===== src/rtl/spm_arbiter_pkg.sv =====
// rtl/spm_arbiter_pkg.sv - shared strobe/direction encodings, widths and FSM states for the SPM arbiter
package spm_arbiter_pkg;

   localparam int unsigned WORD_ADDR_W = 30;
   localparam int unsigned WORD_DATA_W = 32;

   // Active-low strobe encodings
   localparam logic ENABLE_  = 1'b0;
   localparam logic DISABLE_ = 1'b1;

   // Bus direction encodings
   localparam logic READ  = 1'b1;
   localparam logic WRITE = 1'b0;

   // Read-return FSM states
   typedef enum logic [1:0] {
      IDLE   = 2'h0,
      RD_IF  = 2'h1,
      RD_MEM = 2'h2
   } spm_state_e;

   // Round-robin pointer values
   typedef enum logic {
      PTR_MEM = 1'b0,
      PTR_IF  = 1'b1
   } spm_ptr_e;

   // Saturating 3-bit increment used by the starvation counter
   function automatic logic [2:0] sat_inc(input logic [2:0] cnt, input logic [2:0] lim);
      sat_inc = (cnt >= lim) ? lim : cnt + 3'd1;
   endfunction

endpackage


===== src/rtl/spm_arb_pri.sv =====
// rtl/spm_arb_pri.sv - priority decision between fetch and data port (SPM_ARB_RR_EN selects round-robin)
module spm_arb_pri
   import spm_arbiter_pkg::*;
#(
   parameter int unsigned STARVE_MAX = 3
) (
   input  logic clk,
   input  logic reset_,
   input  logic if_req,
   input  logic mem_req,
   output logic if_grant,
   output logic mem_grant
);

`ifdef SPM_ARB_RR_EN

   spm_ptr_e ptr_q;
   spm_ptr_e ptr_d;

   // Pointer side wins a contested cycle, then the pointer moves to the loser
   always_comb begin
      if_grant  = if_req && (!mem_req || (ptr_q == PTR_IF));
      mem_grant = mem_req && !if_grant;
      ptr_d     = ptr_q;
      if (if_req && mem_req) begin
         ptr_d = (ptr_q == PTR_IF) ? PTR_MEM : PTR_IF;
      end
   end

   // Pointer register, starts on the data port
   always_ff @(posedge clk or negedge reset_) begin
      if (!reset_) begin
         ptr_q <= PTR_MEM;
      end else begin
         ptr_q <= ptr_d;
      end
   end

`else

   localparam logic [2:0] STARVE_LIM = 3'(STARVE_MAX);

   logic [2:0] starve_cnt_q;
   logic [2:0] starve_cnt_d;

   // Data port wins unless fetch has been denied STARVE_MAX times in a row
   always_comb begin
      if_grant     = if_req && (!mem_req || (starve_cnt_q == STARVE_LIM));
      mem_grant    = mem_req && !if_grant;
      starve_cnt_d = 3'd0;
      if (if_req && !if_grant) begin
         starve_cnt_d = sat_inc(starve_cnt_q, STARVE_LIM);
      end
   end

   // Starvation counter register
   always_ff @(posedge clk or negedge reset_) begin
      if (!reset_) begin
         starve_cnt_q <= 3'd0;
      end else begin
         starve_cnt_q <= starve_cnt_d;
      end
   end

`endif

endmodule


===== src/rtl/spm_arbiter.sv =====
// rtl/spm_arbiter.sv - two-port (fetch/data) arbiter onto a single SPM port; SPM_ARB_RR_EN selects round-robin
module spm_arbiter
   import spm_arbiter_pkg::*;
#(
   parameter int unsigned STARVE_MAX = 3
) (
   input  logic                   clk,
   input  logic                   reset_,
   input  logic                   if_as_,
   input  logic [WORD_ADDR_W-1:0] if_addr,
   output logic                   if_busy,
   output logic                   if_rdy,
   output logic [WORD_DATA_W-1:0] if_rd_data,
   input  logic                   mem_as_,
   input  logic                   mem_rw,
   input  logic [WORD_ADDR_W-1:0] mem_addr,
   input  logic [WORD_DATA_W-1:0] mem_wr_data,
   output logic                   mem_busy,
   output logic                   mem_rdy,
   output logic [WORD_DATA_W-1:0] mem_rd_data,
   output logic                   spm_as_,
   output logic                   spm_rw,
   output logic [WORD_ADDR_W-1:0] spm_addr,
   output logic [WORD_DATA_W-1:0] spm_wr_data,
   input  logic [WORD_DATA_W-1:0] spm_rd_data
);

   logic       if_req;
   logic       mem_req;
   logic       if_grant;
   logic       mem_grant;
   spm_state_e state_q;
   spm_state_e state_d;
   logic       if_rdy_q;
   logic       if_rdy_d;
   logic       mem_rdy_q;
   logic       mem_rdy_d;

   // Nothing is granted while reset is held, so the SPM port stays idle
   assign if_req  = reset_ && (if_as_ == ENABLE_);
   assign mem_req = reset_ && (mem_as_ == ENABLE_);

   spm_arb_pri #(
      .STARVE_MAX (STARVE_MAX)
   ) u_pri (
      .clk       (clk),
      .reset_    (reset_),
      .if_req    (if_req),
      .mem_req   (mem_req),
      .if_grant  (if_grant),
      .mem_grant (mem_grant)
   );

   // Stall any strobed requester that lost arbitration this cycle
   always_comb begin
      if_busy  = (if_as_ == ENABLE_) && !if_grant;
      mem_busy = (mem_as_ == ENABLE_) && !mem_grant;
   end

   // Route the granted requester onto the SPM port; idle bus is all-default
   always_comb begin
      spm_as_     = DISABLE_;
      spm_rw      = READ;
      spm_addr    = '0;
      spm_wr_data = '0;
      if (mem_grant) begin
         spm_as_     = ENABLE_;
         spm_rw      = mem_rw;
         spm_addr    = mem_addr;
         spm_wr_data = mem_wr_data;
      end else if (if_grant) begin
         spm_as_  = ENABLE_;
         spm_addr = if_addr;
      end
   end

   // Next state: remember which port owns the read data returning next cycle
   always_comb begin
      state_d = IDLE;
      if (if_grant) begin
         state_d = RD_IF;
      end else if (mem_grant && (mem_rw == READ)) begin
         state_d = RD_MEM;
      end
      if_rdy_d  = (state_d == RD_IF);
      mem_rdy_d = (state_d == RD_MEM);
   end

   // Return FSM with registered ready flags; reset drops any outstanding read
   always_ff @(posedge clk or negedge reset_) begin
      if (!reset_) begin
         state_q   <= IDLE;
         if_rdy_q  <= 1'b0;
         mem_rdy_q <= 1'b0;
      end else begin
         state_q   <= state_d;
         if_rdy_q  <= if_rdy_d;
         mem_rdy_q <= mem_rdy_d;
      end
   end

   // Read data passes straight through from the SPM only in the return cycle
   always_comb begin
      if_rdy      = if_rdy_q;
      mem_rdy     = mem_rdy_q;
      if_rd_data  = if_rdy_q  ? spm_rd_data : '0;
      mem_rd_data = mem_rdy_q ? spm_rd_data : '0;
   end

endmodule


===== config.mk =====
export PLATFORM = sky130hd
export DESIGN_NAME = spm_arbiter
export DESIGN_NICKNAME = d
export VERILOG_FILES = /design/src/rtl/spm_arbiter_pkg.sv /design/src/rtl/spm_arb_pri.sv /design/src/rtl/spm_arbiter.sv
export SDC_FILE = /design/constraint.sdc
export NUM_CORES = 1
export LEC_CHECK = 0
export CELL_PAD_IN_SITES_DETAIL_PLACEMENT = 1
export CELL_PAD_IN_SITES_GLOBAL_PLACEMENT = 2
export CORE_UTILIZATION = 10
export DETAILED_ROUTE_END_ITERATION = 8
export GPL_TIMING_DRIVEN = 0
export PLACE_DENSITY_LB_ADDON = 0.08
export SLEW_MARGIN = 20
export SYNTH_ARGS = -nofsm -noshare
export SYNTH_HDL_FRONTEND = slang
export SYNTH_SLANG_ARGS = --single-unit
export TNS_END_PERCENT = 100

===== constraint.sdc =====
create_clock -name clk -period 2.4 [get_ports clk]
set_input_delay 0.48 -clock clk [delete_from_list [all_inputs] [get_ports clk]]
set_output_delay 0.48 -clock clk [all_outputs]
set_load 0.05 [all_outputs]

==> flow_summary_export.csv <==
group,metric,value,unit
cts,hold_buffers,0,
yosys,synth_top_area_share,50.1,%
final_layout,fillers,1396,
worst_hold_path,hold_path.class,"in2async",
yosys,syn_avg_cell_area,7.26,um2
grt,gr-max-usage-layer,"met2",
yosys,synth-compound-area-share,23.9,%
pwr,vdd_ir_drop_max,0.000161,V
yosys,synthXorXnorAreaFrac,0,%
drt,wl,8.70,mm
timing,fin_crit,2350,ps
grt,grt_usage,13.2,%
grt,use_met2,26.5,%
yosys,synthSimpleGateAreaFrac,54.9,%
critical_path,start_kind,"flop",
pwr,p_total,1.14,mW
die,rows,39,
yosys,yosys.area_share.adder,2.06,%
die,core-area,0.0116,mm2
die,die_h,112,um
final_layout,area_growth_syn_to_layout,218,%
drt,avgRoutedWirePerCell,15.1,um
drt,dr.pass1.iters,9,
place,gp_congestion,0.698,
timing,fmaxAchievable,0.426,GHz
critical_path,cp_num_buf_inv,2,
drt,ant_nets,0,
yosys,muxShareOfSynthArea,0,%
cts,cts_root_buffer,"clkbuf_16",
cts,cts_tree,"yes",
final_layout,nets,565,
timing,whs,102,ps
cts,cts_made_buffers,3,
place,dp_hpwl,7.78,mm
yosys,synth_top_family_by_area,"simple AND/OR/NAND/NOR gates",
timing,finalSetupTns,0,ps
grt,gr-usage-met3,6.16,%
run,drv_cap,0,
critical_path,critPathSlowestCell,"dfrtp_1",
final_layout,final_common_cell,"clkdlybuf4s50_1",
critical_path,cp_top_family,"compound AO/OA/AOI/OAI gates",
grt,overflow,0,
drt,drt_iter0_drc,85,
pwr,p_int,0.644,mW
yosys,synth.top_cells.by_area,"and2_1 (50%), a22o_1 (22%), dfrtp_1 (10%)",
die,die_w,112,um
die,start_util,10.4,%
critical_path,endpoint_kind,"primary output",
yosys,netlist_area,0.00121,mm2
cts,h-tree-depth,1,
pwr,power_frac_comb,68.1,%
cts,clk_latency,230,ps
drt,via_count,2232,
pwr,p_seq_share,7.9,%
pwr,power_leakage,2.02,nW
grt,antenna_found_initial,0,
grt,use_met1,11.9,%
place,placed_area,0.00399,mm2
yosys,yosysWarnings,0,
critical_path,worstPathRequired,1920,ps
timing,setup_viol,0,
final_layout,layout-drive-gt1-share,19.9,%
timing,relSlewSlack,64.1,%
cts,cts_max_path_buffers,2,
yosys,syn_inst,167,
pwr,p_clk_share,24.1,%
final_layout,final_cell_mix,"clkdlybuf4s50_1 (129), and2_1 (97), dlygate4sd2_1 (62)",
yosys,ys_seq_elements,5,
yosys,synth_nets,298,
cts,clock_sinks,5,
drt,viasPerCell,3.88,
drt,drc,16,
pwr,p_sw_share,43.5,%
status,violations,"design-rule violations",
critical_path,worst-path-max-fanout,10,
yosys,synth-seq-area-share,10.3,%
critical_path,critPathKind,"reg2out",
critical_path,cp_data_arrival_time,1870,ps
final_layout,multi_input_area,0.00101,mm2
grt,grt_pass1_vias,2314,
critical_path,max_stage_delay,380,ps
final_layout,diodes,0,
place,portBuffers,260,
timing,tightest_slew,541,ps
grt,grt_pass1_wl,12.9,mm
timing,slew_viol_final,0,
grt,grt_max_degree,11,
die,die_area,0.0126,mm2
cts,clkTransAtPathRegs,30,ps
yosys,yosys.cell_types.count,19,
final_layout,seqCellArea,125,um2
final_layout,final_cell_area,0.00385,mm2
timing,fin_worst_skew,2.25,ps
critical_path,cp_cell_sequence,"ha_1 -> ha_2 -> o211a_4 -> buf_2 -> a22o_1 -> clkbuf_4",
timing,finalHoldViolations,0,
yosys,yosysTopAreaCell,"and2_1",
timing,finalCritPeriodShare,97.9,%
pwr,powerDensity,296,mW/mm2
status,status,"complete, but fails checks",
timing,rsz0062_at_grt,"no",
pwr,p_switching,0.495,mW
die,io_pins,261,
## metrics by stage
stage	setup WS (ps)	cells	utilization [%]
2_1_floorplan	46.6	167	-
3_3_place_gp	-854	570	34.4
3_5_place_dp	-878	570	34.4
4_1_cts	10.4	576	32.8
5_1_grt	0.0946	576	33.2
6_report	50.7	576	33.2
## routing by layer
metal  up-vias  wire [um]
met2       157       4710
met3         4       1260
met5         -          0
met4         0         56
li1       1088          -
met1       983       2680
## final timing paths
kind | from | to | slack [ps] | depth (start not counted)
setup / recovery | u_pri.starve_cnt_q[0]$_DFF_PN0_ | spm_addr[2] | 50 | 6
hold / removal | reset_ | u_pri.starve_cnt_q[2]$_DFF_PN0_ | 100 | 1
setup reg to reg | u_pri.starve_cnt_q[0]$_DFF_PN0_ | u_pri.starve_cnt_q[2]$_DFF_PN0_ | 900 | 4
hold reg to reg | u_pri.starve_cnt_q[1]$_DFF_PN0_ | u_pri.starve_cnt_q[0]$_DFF_PN0_ | 540 | 2
max in group asynchronous | reset_ | mem_rdy$_DFF_PN0_ | 2110 | 1
min in group clk | u_pri.starve_cnt_q[1]$_DFF_PN0_ | u_pri.starve_cnt_q[0]$_DFF_PN0_ | 540 | 2
## cells by family (layout without fill, tap and decap cells)
| group | Yosys count | in the layout |
|---|---|---|
| AOI/OAI and AO/OA | 33 | 33 |
| adders and majority gates | 2 | 2 |
| buffers and inverters | 18 | 284 |
| DFF | 5 | 5 |
| and+or+nand+nor | 109 | 109 |
## power groups by stage
stage | Clock, mW | Sequential, mW | Combinational [mW]
after CTS | 0.280 | 0.0899 | 0.776
after global routing | 0.284 | 0.0903 | 0.813
after detailed placement | 0 | 0.0909 | 0.824
after global placement | 0 | 0.0909 | 0.821
final | 0.274 | 0.0896 | 0.775
after floorplan | 0 | 0.0946 | 0.410
## worst register-to-register path, cell delays in order, from the launching register on
cell     delay, ps
dfrtp_1        380
ha_1           200
ha_2           210
or3_1          430
nor3_1         190
## timing repair
item	in CTS	in global routing
setup endpoints to repair	126	65
gates cloned	1	0
pin swaps	1	0
buffers inserted	1	0
resized for setup	418	41
## state kept, by name (all words and copies together) (netlist names)
| signal | cells |
|---|---|
| u_pri.starve_cnt_q | 3 |
| if_rdy | 1 |
| mem_rdy | 1 |
## layout make-up
cell class	count	area share [%]
inverters	2	0.195
flip-flops and latches	5	3.25
clock buffers	4	2.05
well taps	143	4.65
repair buffers	262	61.0
plain buffers	16	2.70
multi-input cells	144	26.1
## cell usage after synthesis, drive strengths merged
cell and n:
nor4b 1, nor3 1, clkbuf 6, o211a 1, nand2b 2, a211o 1, and2 97, buf 10
ha 2, dfrtp 5, a22o 30, a21oi 1, nor2 5, or3 1, inv 2, nand2 2
Note: power is estimated with default switching activity, not from simulation.
